--- src/rtl/renode_request_arbiter.sv ---
// rtl/renode_request_arbiter.sv - round-robin request arbiter with one outstanding transaction
module renode_request_arbiter #(
  parameter int RequestersCount = 4,
  parameter int AddressWidth    = 32,
  parameter int DataWidth       = 64,
  parameter int TimeoutCycles   = 1024,
  localparam int IdWidth        = (RequestersCount > 1) ? $clog2(RequestersCount) : 1,
  localparam int CntWidth       = $clog2(TimeoutCycles)
) (
  input  logic                                  clk,
  input  logic                                  rst,
  input  logic [RequestersCount-1:0]            req_valid,
  input  logic [RequestersCount-1:0]            req_write,
  input  logic [2*RequestersCount-1:0]          req_size,
  input  logic [AddressWidth*RequestersCount-1:0] req_addr,
  input  logic [DataWidth*RequestersCount-1:0]  req_wdata,
  output logic [RequestersCount-1:0]            req_ready,
  output logic [RequestersCount-1:0]            rsp_valid,
  output logic [DataWidth-1:0]                  rsp_rdata,
  output logic                                  rsp_error,
  output logic                                  out_valid,
  input  logic                                  out_ready,
  output logic                                  out_write,
  output logic [1:0]                            out_size,
  output logic [AddressWidth-1:0]               out_addr,
  output logic [DataWidth-1:0]                  out_wdata,
  output logic [IdWidth-1:0]                    out_id,
  input  logic                                  in_valid,
  input  logic [DataWidth-1:0]                  in_rdata,
  input  logic                                  in_error,
  input  logic                                  sync_req,
  output logic                                  sync_ack,
  output logic                                  stray_rsp
);

  typedef enum logic [2:0] {S_IDLE, S_ISSUE, S_WAIT_RSP, S_RESPOND, S_SYNC} state_t;

  state_t                  r_state;
  logic [IdWidth-1:0]      r_ptr;
  logic [IdWidth-1:0]      r_id;
  logic [CntWidth-1:0]     r_cnt;
  logic                    r_write;
  logic [1:0]              r_size;
  logic [AddressWidth-1:0] r_addr;
  logic [DataWidth-1:0]    r_wdata;
  logic [DataWidth-1:0]    r_rsp_rdata;
  logic                    r_rsp_error;
  logic                    r_stray;

  logic                    w_any;
  logic                    w_grant_en;
  logic [IdWidth-1:0]      w_grant;
  logic                    w_sel_write;
  logic [1:0]              w_sel_size;
  logic [AddressWidth-1:0] w_sel_addr;
  logic [DataWidth-1:0]    w_sel_wdata;

  // Keep only the 8/16/32/64 LSBs selected by size; everything above is zero.
  function automatic logic [DataWidth-1:0] size_mask(input logic [DataWidth-1:0] data,
                                                     input logic [1:0] size);
    logic [DataWidth-1:0] m;
    int bits;
    m    = '0;
    bits = 8 << size;
    for (int i = 0; i < DataWidth; i++) m[i] = (i < bits);
    return data & m;
  endfunction

  // Round-robin pick: the valid requester closest above ptr (with wrap) wins.
  always_comb begin
    int best_d;
    int d;
    w_any   = 1'b0;
    w_grant = '0;
    best_d  = RequestersCount;
    d       = 0;
    for (int i = 0; i < RequestersCount; i++) begin
      d = i - int'(r_ptr);
      if (d < 0) d = d + RequestersCount;
      if (req_valid[i] && d < best_d) begin
        best_d  = d;
        w_any   = 1'b1;
        w_grant = IdWidth'(i);
      end
    end
  end

  // Mux out the granted requester's fields and build the one-hot accept/response pulses.
  always_comb begin
    w_grant_en  = (r_state == S_IDLE) && !rst && !sync_req && w_any;
    w_sel_write = 1'b0;
    w_sel_size  = '0;
    w_sel_addr  = '0;
    w_sel_wdata = '0;
    req_ready   = '0;
    rsp_valid   = '0;
    for (int i = 0; i < RequestersCount; i++) begin
      if (w_grant == IdWidth'(i)) begin
        w_sel_write = req_write[i];
        w_sel_size  = req_size[2*i +: 2];
        w_sel_addr  = req_addr[AddressWidth*i +: AddressWidth];
        w_sel_wdata = req_wdata[DataWidth*i +: DataWidth];
      end
      req_ready[i] = w_grant_en && (w_grant == IdWidth'(i));
      rsp_valid[i] = (r_state == S_RESPOND) && (r_id == IdWidth'(i));
    end
  end

  // Transaction FSM: grant, issue downstream, wait (with timeout), respond; sync only from idle.
  always_ff @(posedge clk) begin
    if (rst) begin
      r_state     <= S_IDLE;
      r_ptr       <= '0;
      r_id        <= '0;
      r_cnt       <= '0;
      r_write     <= 1'b0;
      r_size      <= '0;
      r_addr      <= '0;
      r_wdata     <= '0;
      r_rsp_rdata <= '0;
      r_rsp_error <= 1'b0;
      r_stray     <= 1'b0;
    end else begin
      r_stray <= in_valid && (r_state != S_WAIT_RSP);
      case (r_state)
        S_IDLE: begin
          if (sync_req) begin
            r_state <= S_SYNC;
          end else if (w_any) begin
            r_id    <= w_grant;
            r_write <= w_sel_write;
            r_size  <= w_sel_size;
            r_addr  <= w_sel_addr;
            r_wdata <= w_sel_wdata;
            r_state <= S_ISSUE;
          end
        end
        S_ISSUE: begin
          if (out_ready) begin
            r_cnt   <= '0;
            r_state <= S_WAIT_RSP;
          end
        end
        S_WAIT_RSP: begin
          if (in_valid) begin
            r_rsp_rdata <= r_write ? '0 : size_mask(in_rdata, r_size);
            r_rsp_error <= in_error;
            r_state     <= S_RESPOND;
          end else if (r_cnt == CntWidth'(TimeoutCycles - 1)) begin
            r_rsp_rdata <= '0;
            r_rsp_error <= 1'b1;
            r_state     <= S_RESPOND;
          end else begin
            r_cnt <= r_cnt + 1'b1;
          end
        end
        S_RESPOND: begin
          if (int'(r_id) == RequestersCount - 1) r_ptr <= '0;
          else r_ptr <= r_id + 1'b1;
          r_state <= S_IDLE;
        end
        S_SYNC: begin
          if (!sync_req) r_state <= S_IDLE;
        end
        default: r_state <= S_IDLE;
      endcase
    end
  end

  assign out_valid = (r_state == S_ISSUE);
  assign out_write = r_write;
  assign out_size  = r_size;
  assign out_addr  = r_addr;
  assign out_wdata = size_mask(r_wdata, r_size);
  assign out_id    = r_id;
  assign rsp_rdata = (r_state == S_RESPOND) ? r_rsp_rdata : '0;
  assign rsp_error = (r_state == S_RESPOND) && r_rsp_error;
  assign sync_ack  = (r_state == S_SYNC);
  assign stray_rsp = r_stray;

endmodule
--- config.mk ---
export PLATFORM = sky130hd
export DESIGN_NAME = renode_request_arbiter
export DESIGN_NICKNAME = d
export VERILOG_FILES = /design/src/rtl/renode_request_arbiter.sv
export SDC_FILE = /design/constraint.sdc
export NUM_CORES = 1
export LEC_CHECK = 0
export ABC_AREA = 1
export CORE_AREA = 3 3 252 254
export CTS_BUF_LIST = sky130_fd_sc_hd__clkbuf_2 sky130_fd_sc_hd__clkbuf_4 sky130_fd_sc_hd__clkbuf_8
export CTS_CLUSTER_DIAMETER = 150
export DETAILED_ROUTE_END_ITERATION = 10
export DIE_AREA = 0 0 255 257
export PLACE_DENSITY = 0.52
export SYNTH_ARGS = -nofsm -noshare
export SYNTH_HDL_FRONTEND = slang
export SYNTH_SLANG_ARGS = --single-unit
--- constraint.sdc ---
create_clock -name clk -period 7.64 [get_ports clk]
set_input_delay 2.292 -clock clk [delete_from_list [all_inputs] [get_ports clk]]
set_output_delay 2.292 -clock clk [all_outputs]
set_load 0.01 [all_outputs]
# Yosys cells after proc, flatten, opt, wreduce, memory -nomap -nowiden
# Index checks and enable logic that the tools add are counted.
dict set report classes {
  n_addsub 10
  mul 0
  div 0
  magnitude_cmp 72
  n_eq_ne 19
  n_shift 1
  muxes 48
  n_bitwise 3
  n_reduce_logical 28
}
# operator count
set op_table {}
lappend op_table {{less-than comparator 7 x 32 -> 1 bit (first input constant)} 32}
lappend op_table {{less-than comparator 6 x 32 -> 1 bit (first input constant)} 16}
lappend op_table {{2-to-1 mux 64 bit} 8}
lappend op_table {{2-to-1 mux 32 bit} 11}
lappend op_table {{less-than comparator 5 x 32 -> 1 bit (first input constant)} 8}
lappend op_table {{AND 64 bit} 2}
lappend op_table {{less-than comparator 4 x 32 -> 1 bit (first input constant)} 4}
lappend op_table {{less-than comparator 32 bit} 3}
lappend op_table {{less-than comparator 3 x 32 -> 1 bit (first input constant)} 2}
lappend op_table {{less-than comparator 1 x 32 -> 1 bit (first input constant)} 1}
lappend op_table {{less-than comparator 2 x 32 -> 1 bit (first input constant)} 1}
lappend op_table {{less-than comparator 32 x 4 -> 1 bit (second input constant)} 1}
lappend op_table {{left shift 4 x 2 -> 32 bit (first input constant)} 1}
lappend op_table {{2-to-1 mux 10 bit} 3}
lappend op_table {{adder 3 x 4 -> 5 bit (second input constant)} 4}
lappend op_table {{one-hot mux 10 bit (2 select lines)} 1}
lappend op_table {{2-to-1 mux 3 bit} 6}
lappend op_table {{logical AND 1 bit} 17}
lappend op_table {{2-to-1 mux 2 bit} 7}
lappend op_table {{less-than comparator 3 x 1 -> 1 bit (second input constant)} 4}
lappend op_table {{one-hot mux 3 bit (4 select lines)} 1}
lappend op_table {{2-to-1 mux 1 bit} 11}
lappend op_table {{adder 10 x 1 -> 10 bit (second input constant)} 1}
lappend op_table {{== test 10 bit (second input constant)} 1}
lappend op_table {{20 further kinds} 35}
dict set report word_totals {
  reg_bits 182
  latch_bits 0
  ram_bits 0
  romBits 0
  in_bits 470
  out_inout_bits 177
  wordCells 192
  n_memories 0
}

# Longest topological paths before layout
# Gate-level depths: netlist (run 1).
dict set report depth {
  depth_word 20
  ltp_mapped 27
  depth_no_buf 23
}

# Worst setup path after synthesis (run 1)
# OpenSTA, ideal clock, no wires.
dict set report synth_timing {
  path_type {input-to-output}
  start {input port req_valid[0]}
  end {output port req_ready[0]}
  arrival_ns 4.899
  required_ns 5.348
  setup_slack_ns 0.449
  cell_stages 22
  n_path_buf 3
  path_cell_list {o21ai_1 -> nand2_1 -> o21ai_0 -> o21ai_0 -> ha_1 -> inv_1 -> nor2_1 -> nand2_1 -> nand3_1 -> buf_4 -> clkbuf_1 -> o21ai_0 -> ha_1 -> inv_1 -> nor2_1 -> nand2_2 -> nand3_2 -> nand2_1 -> nor2_4 -> inv_2 -> buf_6 -> nor2_1}
}
dict set report synth_between {
  elab_chain_len 13
  elab_cells_between_ends 20
  classes_between {order compare (3); mux (10); reduce/logical (7)}
}
# element line_no
set synth_rtl {}
lappend synth_rtl {{start, declared} 12} ;# input logic [RequestersCount-1:0] req_valid,
lappend synth_rtl {{logical AND 1 bit (*)} 80} ;# if (req_valid[i] && d < best_d) begin
lappend synth_rtl {{2-to-1 mux 32 bit} 80}
lappend synth_rtl {{less-than comparator 32 bit} 80}
lappend synth_rtl {{logical AND 1 bit} 80}
lappend synth_rtl {{2-to-1 mux 32 bit} 80}
lappend synth_rtl {{less-than comparator 32 bit} 80}
lappend synth_rtl {{logical AND 1 bit} 80}
lappend synth_rtl {{2-to-1 mux 32 bit} 80}
lappend synth_rtl {{less-than comparator 32 bit} 80}
lappend synth_rtl {{logical AND 1 bit} 80}
lappend synth_rtl {{2-to-1 mux 2 bit / 2-to-1 mux 1 bit (equally long branches)} 80}
lappend synth_rtl {{zero test 2 bit / logical AND 1 bit (equally long branches)} {104, 90}}
lappend synth_rtl {{logical AND 1 bit (*)} 104} ;# req_ready[i] = w_grant_en && (w_grant == IdWidth'(i));
lappend synth_rtl {{end, declared} 17} ;# output logic [RequestersCount-1:0] req_ready,
# Mark *: on every way between the ends. The rest lies on a longest branch, timed or not.

# Worst setup path in the final report (run 1)
dict set report layout_timing {
  start {input port req_valid[1]}
  end {output port req_ready[2]}
}
dict set report layout_between {
  elab_chain_len 10
  elab_cells_between_ends 16
  classes_between {order compare (2); eq/ne (1); mux (8); reduce/logical (5)}
}
# element line_no
set layout_rtl {}
lappend layout_rtl {{logical AND 1 bit (*)} 80}
lappend layout_rtl {{2-to-1 mux 32 bit} 80}
lappend layout_rtl {{less-than comparator 32 bit} 80}
lappend layout_rtl {{logical AND 1 bit} 80}
lappend layout_rtl {{2-to-1 mux 32 bit} 80}
lappend layout_rtl {{less-than comparator 32 bit} 80}
lappend layout_rtl {{logical AND 1 bit} 80}
lappend layout_rtl {{2-to-1 mux 2 bit / 2-to-1 mux 1 bit (equally long branches)} 80}
lappend layout_rtl {{== test 2 bit / logical AND 1 bit (equally long branches)} {104, 90}}
lappend layout_rtl {{logical AND 1 bit (*)} 104}
# Marked as above.

==> results of run 1 <==
==> power breakdown <==
| group | leakage, nW | switching (mW) | internal [mW] |
|---|---|---|---|
| combinational | 5.38 | 0.785 | 0.601 |
| clock | 0.216 | 0.495 | 0.263 |
| sequential | 1.49 | 0.0640 | 1.08 |
| total | 7.08 | 1.34 | 1.94 |
==> through the flow <==
| step | setup WS [ps] | hold WS (ps) | cell area, um2 | instances | TNS, ps |
|---|---|---|---|---|---|
| 2_1_floorplan | 448.7 | 427.1 | 11340 | 1873 | 0 |
| 3_3_place_gp | -505.7 | 436.2 | 18360 | 3178 | -1250 |
| 3_5_place_dp | -388.6 | 440.7 | 18360 | 3178 | -900.8 |
| 4_1_cts | 18.17 | 460.5 | 18790 | 3210 | 0 |
| 5_1_grt | 68.20 | 470.2 | 18800 | 3211 | 0 |
| 6_report | 267.4 | 458.2 | 18810 | 3216 | 0 |
==> final timing paths <==
kind | startpoint | to | slack [ps] | depth (start not counted)
hold reg to reg | r_rsp_rdata[14]$_SDFFE_PP0P_ | r_rsp_rdata[14]$_SDFFE_PP0P_ | 460 | 2
hold / removal | r_rsp_rdata[14]$_SDFFE_PP0P_ | r_rsp_rdata[14]$_SDFFE_PP0P_ | 460 | 2
setup / recovery | req_valid[1] | req_ready[2] | 270 | 20
setup reg to reg | r_ptr[0]$_SDFFE_PP0P_ | r_wdata[29]$_SDFFE_PP0P_ | 3190 | 24
==> cells in the final DEF, fill, tap and decap left out, drive strengths merged, types with 2 or more instances in the layout <==
| master | n |
|---|---|
| nand2 | 398 |
| nand4 | 108 |
| xor2 | 3 |
| clkinv | 4 |
| buf | 35 |
| diode | 6 |
| nand3b | 16 |
| nor2 | 294 |
| a22oi | 11 |
| nor4 | 2 |
| a21oi | 102 |
| ha | 7 |
| clkdlybuf4s50 | 639 |
| o21ai | 86 |
| a211oi | 26 |
| inv | 191 |
| nand3 | 264 |
| clkbuf | 19 |
| dfxtp | 182 |
| nor3 | 10 |
| xnor2 | 2 |
| or2 | 17 |
==> flip-flops by register name, summed over array words and instances, names as in the netlist <==
register and flops:
out_size 2, r_state 3, r_cnt 10, out_id 2
stray_rsp 1, out_write 1, out_addr 32, r_rsp_rdata 64
r_wdata 64, r_ptr 2, r_rsp_error 1
==> layout make-up <==
cell class                 instances  area (um2)  share of cell area
timing repair buffer             678        6701              0.3562
clock buffer                      17       234.0             0.01244
clock inverter                    15       196.4             0.01044
antenna                            6       15.01           0.0007981
tap                              790       988.4             0.05254
inverter                         180       684.4             0.03638
multi-input combinational       1348        6349              0.3375
sequential                       182        3643              0.1937
==> what timing repair did <==
item / 4_1_cts / 5_1_grt
endpoints found under the hold margin: 0 / 0
gates resized for setup: 8 / 10
hold buffers: 0 / 0
pin swaps: 0 / 0
endpoints found under the setup margin: 4 / 3
==> routing by layer <==
metal,vias to the layer above,wire length (um),part of all wire,global-route usage
li1,7183,-,-,-
met1,6806,26330,0.42,0.2293
met2,508,31000,0.49,0.3212
met3,56,4553,0.073,0.05124
met4,8,807,0.013,0.03944
met5,-,53,0.00084,0
==> cell families (layout without fill, tap and decap cells) <==
kind of cell / after synthesis / in the layout / share of synthesized area
compound gates: 227 / 227 / 0.1088
xor+xnor: 5 / 5 / 0.003863
fa+ha+maj: 7 / 7 / 0.007723
buf+inv: 343 / 890 / 0.1240
flops: 182 / 182 / 0.3213
other cells: 0 / 6 / 0
simple gates: 1109 / 1109 / 0.4343
==> worst reg2reg max path, cell delays in order (launching register included) <==
cell	delay (ps)
sky130_fd_sc_hd__dfxtp_1	410
sky130_fd_sc_hd__inv_2	80
sky130_fd_sc_hd__o21ai_1	120
sky130_fd_sc_hd__nand2_1	90
sky130_fd_sc_hd__o21ai_0	70
sky130_fd_sc_hd__o21ai_0	130
sky130_fd_sc_hd__ha_1	290
sky130_fd_sc_hd__inv_1	60
sky130_fd_sc_hd__nor2_1	40
sky130_fd_sc_hd__nand2_1	110
sky130_fd_sc_hd__nand3_4	110
sky130_fd_sc_hd__nand2_1	90
sky130_fd_sc_hd__o21ai_0	90
sky130_fd_sc_hd__ha_1	290
sky130_fd_sc_hd__inv_1	30
sky130_fd_sc_hd__nor2_1	120
sky130_fd_sc_hd__nand2_2	90
sky130_fd_sc_hd__nand3_4	90
sky130_fd_sc_hd__buf_6	160
sky130_fd_sc_hd__buf_4	660
sky130_fd_sc_hd__buf_4	670
sky130_fd_sc_hd__nand3_1	160
sky130_fd_sc_hd__nand3b_1	290
sky130_fd_sc_hd__nor2_1	70
sky130_fd_sc_hd__nor2_1	90
==> out/qor_table.md, run 1 <==
| Result | This run |
|---|---|
| Status | finished, final reports clean |
| Post CTS Setup Buffer Count | 0 |
| Maximum count of clock buffers along a single path | 2 |
| Cell with the most instances after synthesis | sky130_fd_sc_hd__nand2_1 |
| Buffers & Inverters on Critical Path | 6 |
| Critical path required time | 5350 ps |
| Worst Clk Skew | 32.16 ps |
| Total Nets Final | 2884 |
| Post-route core utilization | 0.3060 |
| Flops & latches, synth | 182 |
| Iter 0 DRT Violations | 831 |
| Slowest-stage cell, CP | sky130_fd_sc_hd__clkdlybuf4s50_1 |
| Top_reg_cell synth | sky130_fd_sc_hd__dfxtp_1 |
| Post-Synthesis Mean Instance Area | 6.054 um2 |
| Layout-stage area growth over the synthesis result | 65.89% |
| Clock Root Buffer | sky130_fd_sc_hd__clkbuf_8 |
| Most used standard cells in the synthesized netlist | sky130_fd_sc_hd__nand2_1 (396), sky130_fd_sc_hd__nor2_1 (288), sky130_fd_sc_hd__nand3_1 (263) |
| Share of flip-flops with an asynchronous set or reset | 0 |
| Post-DRT Antenna Nets | 0 |
| Post-synth net total | 2350 |
| Worst VDD drop | 0.1115 mV |
| Post-route fraction of the period consumed by the critical path | 0.9650 |
| Tightest Hold Check Type | reg -> reg |
| Starting Density | 0.1844 |
| Die width | 255 um |
| Fmax achieved | 135.6 MHz |
| Global-route wire length before repair | 91600 um |
| Die Area | 65540 um2 |
| Biggest area consumer among synthesized cells | sky130_fd_sc_hd__dfxtp_1 |
| Total clock sinks | 182 |
| Number of max-capacitance violations reported | 0 |
| Setup violators final | 0 |
| Placer congestion estimate | 0.8615 |
| Count of final hold-check violations | 0 |
| Inserted Clock Buffers | 17 |
| Cell row count | 91 |
| Total DRC errors in the routed layout | 0 |
| Sum of overflow across all layers after global routing | 0 |
| Crit-path leading delay family | buffers and inverters |
| Overall global routing resource usage | 0.1858 |
| Core area | 61480 um2 |
| Share of the synthesized area in the top cell type | 0.3213 |
| Number of detailed-route iterations in the first pass | 5 |
| Distinct cell type count after synthesis | 33 |
| Average wire per cell in the routed design | 19.51 um |
| CTS HTree Levels | 4 |
| Vias in the first global route | 14370 |
| HPWL after DPL | 46660 um |
| Time the worst path needs with I/O delays and setup | 7373 ps |
| FILL cells | 6732 |
| Cell-by-cell listing of the critical path | clkdlybuf4s50_1 -> nand2_1 -> o21ai_0 -> o21ai_0 -> ha_1 -> inv_1 -> nor2_1 -> nand2_1 -> nand3_4 -> nand2_1 -> o21ai_0 -> ha_1 -> inv_1 -> nor2_1 -> nand2_2 -> nand3_4 -> buf_6 -> inv_2 -> nor3_4 -> buf_2 |
| CTS tree | done |
| Total I/O pin count | 647 |
| Startpoint type of the worst setup path | input pin |
| Worst relative slew slack | 0.1875 |
| Source-to-sink clock delay at the later pin of the worst-skew pair | 570 ps |
| Via count | 14560 |
| Synth warn | 0 |
| CP endpoint kind | output pin |
| Slew of the pin with the lowest slew margin | 1219 ps |
| Die span in y | 257 um |
| Lkg Pwr | 7.085 nW |
| Number of flops mapped to enable cells by yosys | 0 |
| Netlist Area Pre-Place | 11340 um2 |
| Clock-pin slew of the registers on the worst-case setup and hold paths | 110 ps |
| Layout cell share with drive strength beyond 1 | 0.04463 |
| Count of mapped cells out of synthesis | 1873 |
| Sequential share of the synthesized area | 0.3213 |
| Largest incremental delay on the critical path | 490 ps |
| Unrepaired setup endpoints after global routing | no |
| Sum of routed wire length over all layers | 62750 um |
| Largest net degree at the start of global routing | 183 |
| Number of buffers added on ports | 646 |
| Power density over cell area | 174.8 nW/um2 |
| Cell types occupying the most area after synthesis | sky130_fd_sc_hd__dfxtp_1 (32%), sky130_fd_sc_hd__nand2_1 (13%), sky130_fd_sc_hd__nand3_1 (12%), sky130_fd_sc_hd__nor2_1 (9.5%), sky130_fd_sc_hd__nand4_1 (6.0%) |
| Via-per-instance ratio | 4.528 |
| Arrival time of the worst setup path | 5080 ps |
| Final Power | 3.289 mW |
| Max-slew violation count | 0 |
| Number of antenna violations at the first check in global routing | 7 |
| Crit Path Class | in -> out |
| Critical Path Fanout Max | 9 |
(Power assumes the default switching activity.)
==> run 2, diff against run 1 <==
- CTS_CLUSTER_DIAMETER: 150 -> default
==> results of run 2 <==
Same layout as run 1: the final DEF is identical, and so are final timing and power.
==> run 3, diff against run 2 <==
- GPL_ROUTABILITY_DRIVEN: default -> 0
- PLACE_DENSITY: 0.52 -> 0.45
==> run 3 against run 2 <==
  * Final cell count grew 0.37%
  * Global-route usage grew 0.25 points
  * Wire length grew 0.91%
  * Fmax shrank 1.0%
  * Final area grew 0.11%
  * Power grew 0.19%
  * Combinational power is essentially flat
==> out/qor_table.md, run 3 (synthesis gave the netlist of run 1 again) <==
| Result | This run | vs previous |
|---|---|---|
| Sum of routed wire length over all layers | 63320 um | was 62750 um |
| CTS HTree Levels | 4 | unchanged |
| Setup violators final | 0 | unchanged |
| Launch point of the critical path | req_valid[0] | was req_valid[1] |
| Core area | 61480 um2 | unchanged |
| Endpoint of the worst-slack reg-to-reg timing path | out_addr[29]$_SDFFE_PP0P_ | was r_wdata[29]$_SDFFE_PP0P_ |
| Starting Density | 0.1844 | unchanged |
| Worst Clk Skew | 20.86 ps | was 32.16 ps |
| Total clock sinks | 182 | unchanged |
| Max-slew violation count | 0 | unchanged |
| Average wire per cell in the routed design | 19.61 um | was 19.51 um |
| FILL cells | 6773 | was 6732 |
| Crit path depth | 20 | unchanged |
| Number of antenna violations at the first check in global routing | 26 | was 7 |
| Via-per-instance ratio | 4.520 | was 4.528 |
| Post-route fraction of the period consumed by the critical path | 0.9748 | was 0.9650 |
| Maximum count of clock buffers along a single path | 2 | unchanged |
| Arrival time of the worst setup path | 5160 ps | was 5080 ps |
| Setup_tns | 0 ps | unchanged |
| Clock Root Buffer | sky130_fd_sc_hd__clkbuf_8 | unchanged |
| Worst Setup Slack, final | 192.4 ps | was 267.4 ps |
| Die Area | 65540 um2 | unchanged |
| Most common library cell in the layout ignoring fill and taps | sky130_fd_sc_hd__clkdlybuf4s50_1 | unchanged |
| CTS tree | done | unchanged |
| Setup WS pre-CTS | -200.9 ps | was -388.6 ps |
| Largest incremental delay on the critical path | 510 ps | was 490 ps |
| Startpoint of the worst-slack reg-to-reg timing path | r_ptr[0]$_SDFFE_PP0P_ | unchanged |
| Lkg Pwr | 7.079 nW | was 7.085 nW |
| Buffers & Inverters on Critical Path | 6 | unchanged |
| Status | finished, final reports clean | unchanged |
| Worst relative slew slack | 0.1791 | was 0.1875 |
| Slew of the pin with the lowest slew margin | 1227 ps | was 1219 ps |
| Crit Path Class | in -> out | unchanged |
| Worst VDD drop | 0.1208 mV | was 0.1115 mV |
| Inserted Clock Buffers | 17 | unchanged |
| Count of final hold-check violations | 0 | unchanged |
| Power density over cell area | 175.0 nW/um2 | was 174.8 nW/um2 |
| Number of buffers added on ports | 646 | unchanged |
| Fmax achieved | 134.3 MHz | was 135.6 MHz |
| Source-to-sink clock delay at the later pin of the worst-skew pair | 580 ps | was 570 ps |
| Total I/O pin count | 647 | unchanged |
| Layout cell share with drive strength beyond 1 | 0.04378 | was 0.04463 |
| Die span in y | 257 um | unchanged |
| Worst Reg2Reg Path Length in Cells | 23 | was 24 |
| Total Nets Final | 2885 | was 2884 |
| Critical Path Fanout Max | 4 | was 9 |
| Reg-to-reg setup timing slack | 3450 ps | was 3190 ps |
| Startpoint type of the worst setup path | input pin | unchanged |
| Die width | 255 um | unchanged |
| Post-route core utilization | 0.3063 | was 0.3060 |
| Slowest-stage cell, CP | sky130_fd_sc_hd__clkdlybuf4s50_1 | unchanged |
| Crit-path leading delay family | buffers and inverters | unchanged |
| Global-route wire length before repair | 92630 um | was 91600 um |
| Critical path required time | 5350 ps | about the same |
| Cell-by-cell listing of the critical path | clkdlybuf4s50_1 -> inv_1 -> o21ai_0 -> o21ai_0 -> ha_1 -> inv_1 -> nor2_1 -> nand2_1 -> nand3_4 -> nand2_1 -> o21ai_0 -> ha_1 -> inv_1 -> nor2_1 -> nand2_2 -> nand3_4 -> buf_12 -> nand2_1 -> nor2_1 -> clkdlybuf4s15_1 | was clkdlybuf4s50_1 -> nand2_1 -> o21ai_0 -> o21ai_0 -> ha_1 -> inv_1 -> nor2_1 -> nand2_1 -> nand3_4 -> nand2_1 -> o21ai_0 -> ha_1 -> inv_1 -> nor2_1 -> nand2_2 -> nand3_4 -> buf_6 -> inv_2 -> nor3_4 -> buf_2 |
| Iter 0 DRT Violations | 740 | was 831 |
| CP endpoint kind | output pin | unchanged |
| Clock-pin slew of the registers on the worst-case setup and hold paths | 110 ps | about the same |
| Largest net degree at the start of global routing | 183 | unchanged |
| Unrepaired setup endpoints after global routing | no | unchanged |
| Total DRC errors in the routed layout | 0 | unchanged |
| Layout-stage area growth over the synthesis result | 66.08% | was 65.89% |
| Cell row count | 91 | unchanged |
| Sum of overflow across all layers after global routing | 0 | unchanged |
| Time the worst path needs with I/O delays and setup | 7448 ps | was 7373 ps |
| Number of max-capacitance violations reported | 0 | unchanged |
| Via count | 14590 | was 14560 |
| Post-DRT Antenna Nets | 0 | unchanged |
| Top library cells by usage in the layout, fill and taps aside | sky130_fd_sc_hd__clkdlybuf4s50_1 (640), sky130_fd_sc_hd__nand2_1 (393), sky130_fd_sc_hd__nor2_1 (288), sky130_fd_sc_hd__nand3_1 (262), sky130_fd_sc_hd__dfxtp_1 (182) | was sky130_fd_sc_hd__clkdlybuf4s50_1 (639), sky130_fd_sc_hd__nand2_1 (392), sky130_fd_sc_hd__nor2_1 (287), sky130_fd_sc_hd__nand3_1 (262), sky130_fd_sc_hd__dfxtp_1 (182) |
| Overall global routing resource usage | 0.1883 | was 0.1858 |
| Number of detailed-route iterations in the first pass | 5 | unchanged |
| Critical path capture point | req_ready[1] | was req_ready[2] |
| Tightest Hold Check Type | reg -> reg | unchanged |
| HPWL after DPL | 46810 um | was 46660 um |
| Vias in the first global route | 14500 | was 14370 |
-- run 3: where the power goes --
| part | switching, mW | total [mW] | internal (mW) |
|---|---|---|---|
| clock | 0.457 | 0.772 | 0.314 |
| sequential | 0.0705 | 1.15 | 1.08 |
| combinational | 0.772 | 1.37 | 0.600 |
| total | 1.30 | 3.30 | 2.00 |
-- run 3: per-layer routing --
layer	vias up	wire length, um	GRT usage	share of wire
li1	7188	-	-	-
met1	6765	25940	0.2216	0.41
met2	536	30730	0.3186	0.49
met3	95	4608	0.05609	0.073
met4	8	1995	0.07570	0.032
met5	-	43	0	0.00068
-- run 3: through the flow --
step                      hold slack (ps)  instances  instance area (um2)  power, mW
after floorplan                     427.1       1873                11340      1.882
after global placement              437.0       3179                18370      2.557
after detailed placement            443.7       3179                18370      2.564
after CTS                           462.2       3211                18800      3.376
after global routing                480.1       3223                18820      3.536
final                               458.8       3228                18830      3.295
-- run 3: timing repair --
item,in CTS,in global routing
hold buffers,0,0
resized for setup,4,7
hold endpoints to repair,0,0
endpoints found under the setup margin,4,4
setup buffers,0,0
-- run 3: how the worst min path moves through the flow --
| stage | start | endpoint | cells after the start |
|---|---|---|---|
| 2_1_floorplan | r_rsp_rdata[10]$_SDFFE_PP0P_ | r_rsp_rdata[10]$_SDFFE_PP0P_ | 2 |
| 3_3_place_gp | r_rsp_rdata[11]$_SDFFE_PP0P_ | r_rsp_rdata[11]$_SDFFE_PP0P_ | 2 |
| 3_5_place_dp | r_rsp_rdata[11]$_SDFFE_PP0P_ | r_rsp_rdata[11]$_SDFFE_PP0P_ | 2 |
| 4_1_cts | r_rsp_rdata[11]$_SDFFE_PP0P_ | r_rsp_rdata[11]$_SDFFE_PP0P_ | 2 |
| 5_1_grt | r_rsp_rdata[8]$_SDFFE_PP0P_ | r_rsp_rdata[8]$_SDFFE_PP0P_ | 2 |
| 6_report | r_rsp_rdata[11]$_SDFFE_PP0P_ | r_rsp_rdata[11]$_SDFFE_PP0P_ | 2 |
-- run 3: worst register-to-register path, cell delays in order (launching register included) --
cell	delay, ps
sky130_fd_sc_hd__dfxtp_1	420
sky130_fd_sc_hd__inv_2	80
sky130_fd_sc_hd__o21ai_1	120
sky130_fd_sc_hd__nand2_1	100
sky130_fd_sc_hd__o21ai_0	90
sky130_fd_sc_hd__o21ai_0	150
sky130_fd_sc_hd__ha_1	310
sky130_fd_sc_hd__inv_1	70
sky130_fd_sc_hd__nor2_1	40
sky130_fd_sc_hd__nand2_1	110
sky130_fd_sc_hd__nand3_4	80
sky130_fd_sc_hd__nand2_1	70
sky130_fd_sc_hd__o21ai_0	80
sky130_fd_sc_hd__ha_1	280
sky130_fd_sc_hd__inv_1	30
sky130_fd_sc_hd__nor2_1	120
sky130_fd_sc_hd__nand2_2	90
sky130_fd_sc_hd__nand3_4	120
sky130_fd_sc_hd__buf_4	370
sky130_fd_sc_hd__buf_4	650
sky130_fd_sc_hd__nand3_1	220
sky130_fd_sc_hd__nand3b_1	390
sky130_fd_sc_hd__nor2_1	90
sky130_fd_sc_hd__nor2_1	90
-- run 3: area by class of cell --
class,count,area (um2),share of cell area
inverters,180,683.2,0.03627
clock buffers,18,247.7,0.01315
diodes,17,42.54,0.002259
multi-input cells,1348,6327,0.3360
flip-flops and latches,182,3643,0.1935
clock inverters,14,183.9,0.009766
well taps,790,988.4,0.05248
repair buffers,679,6716,0.3566
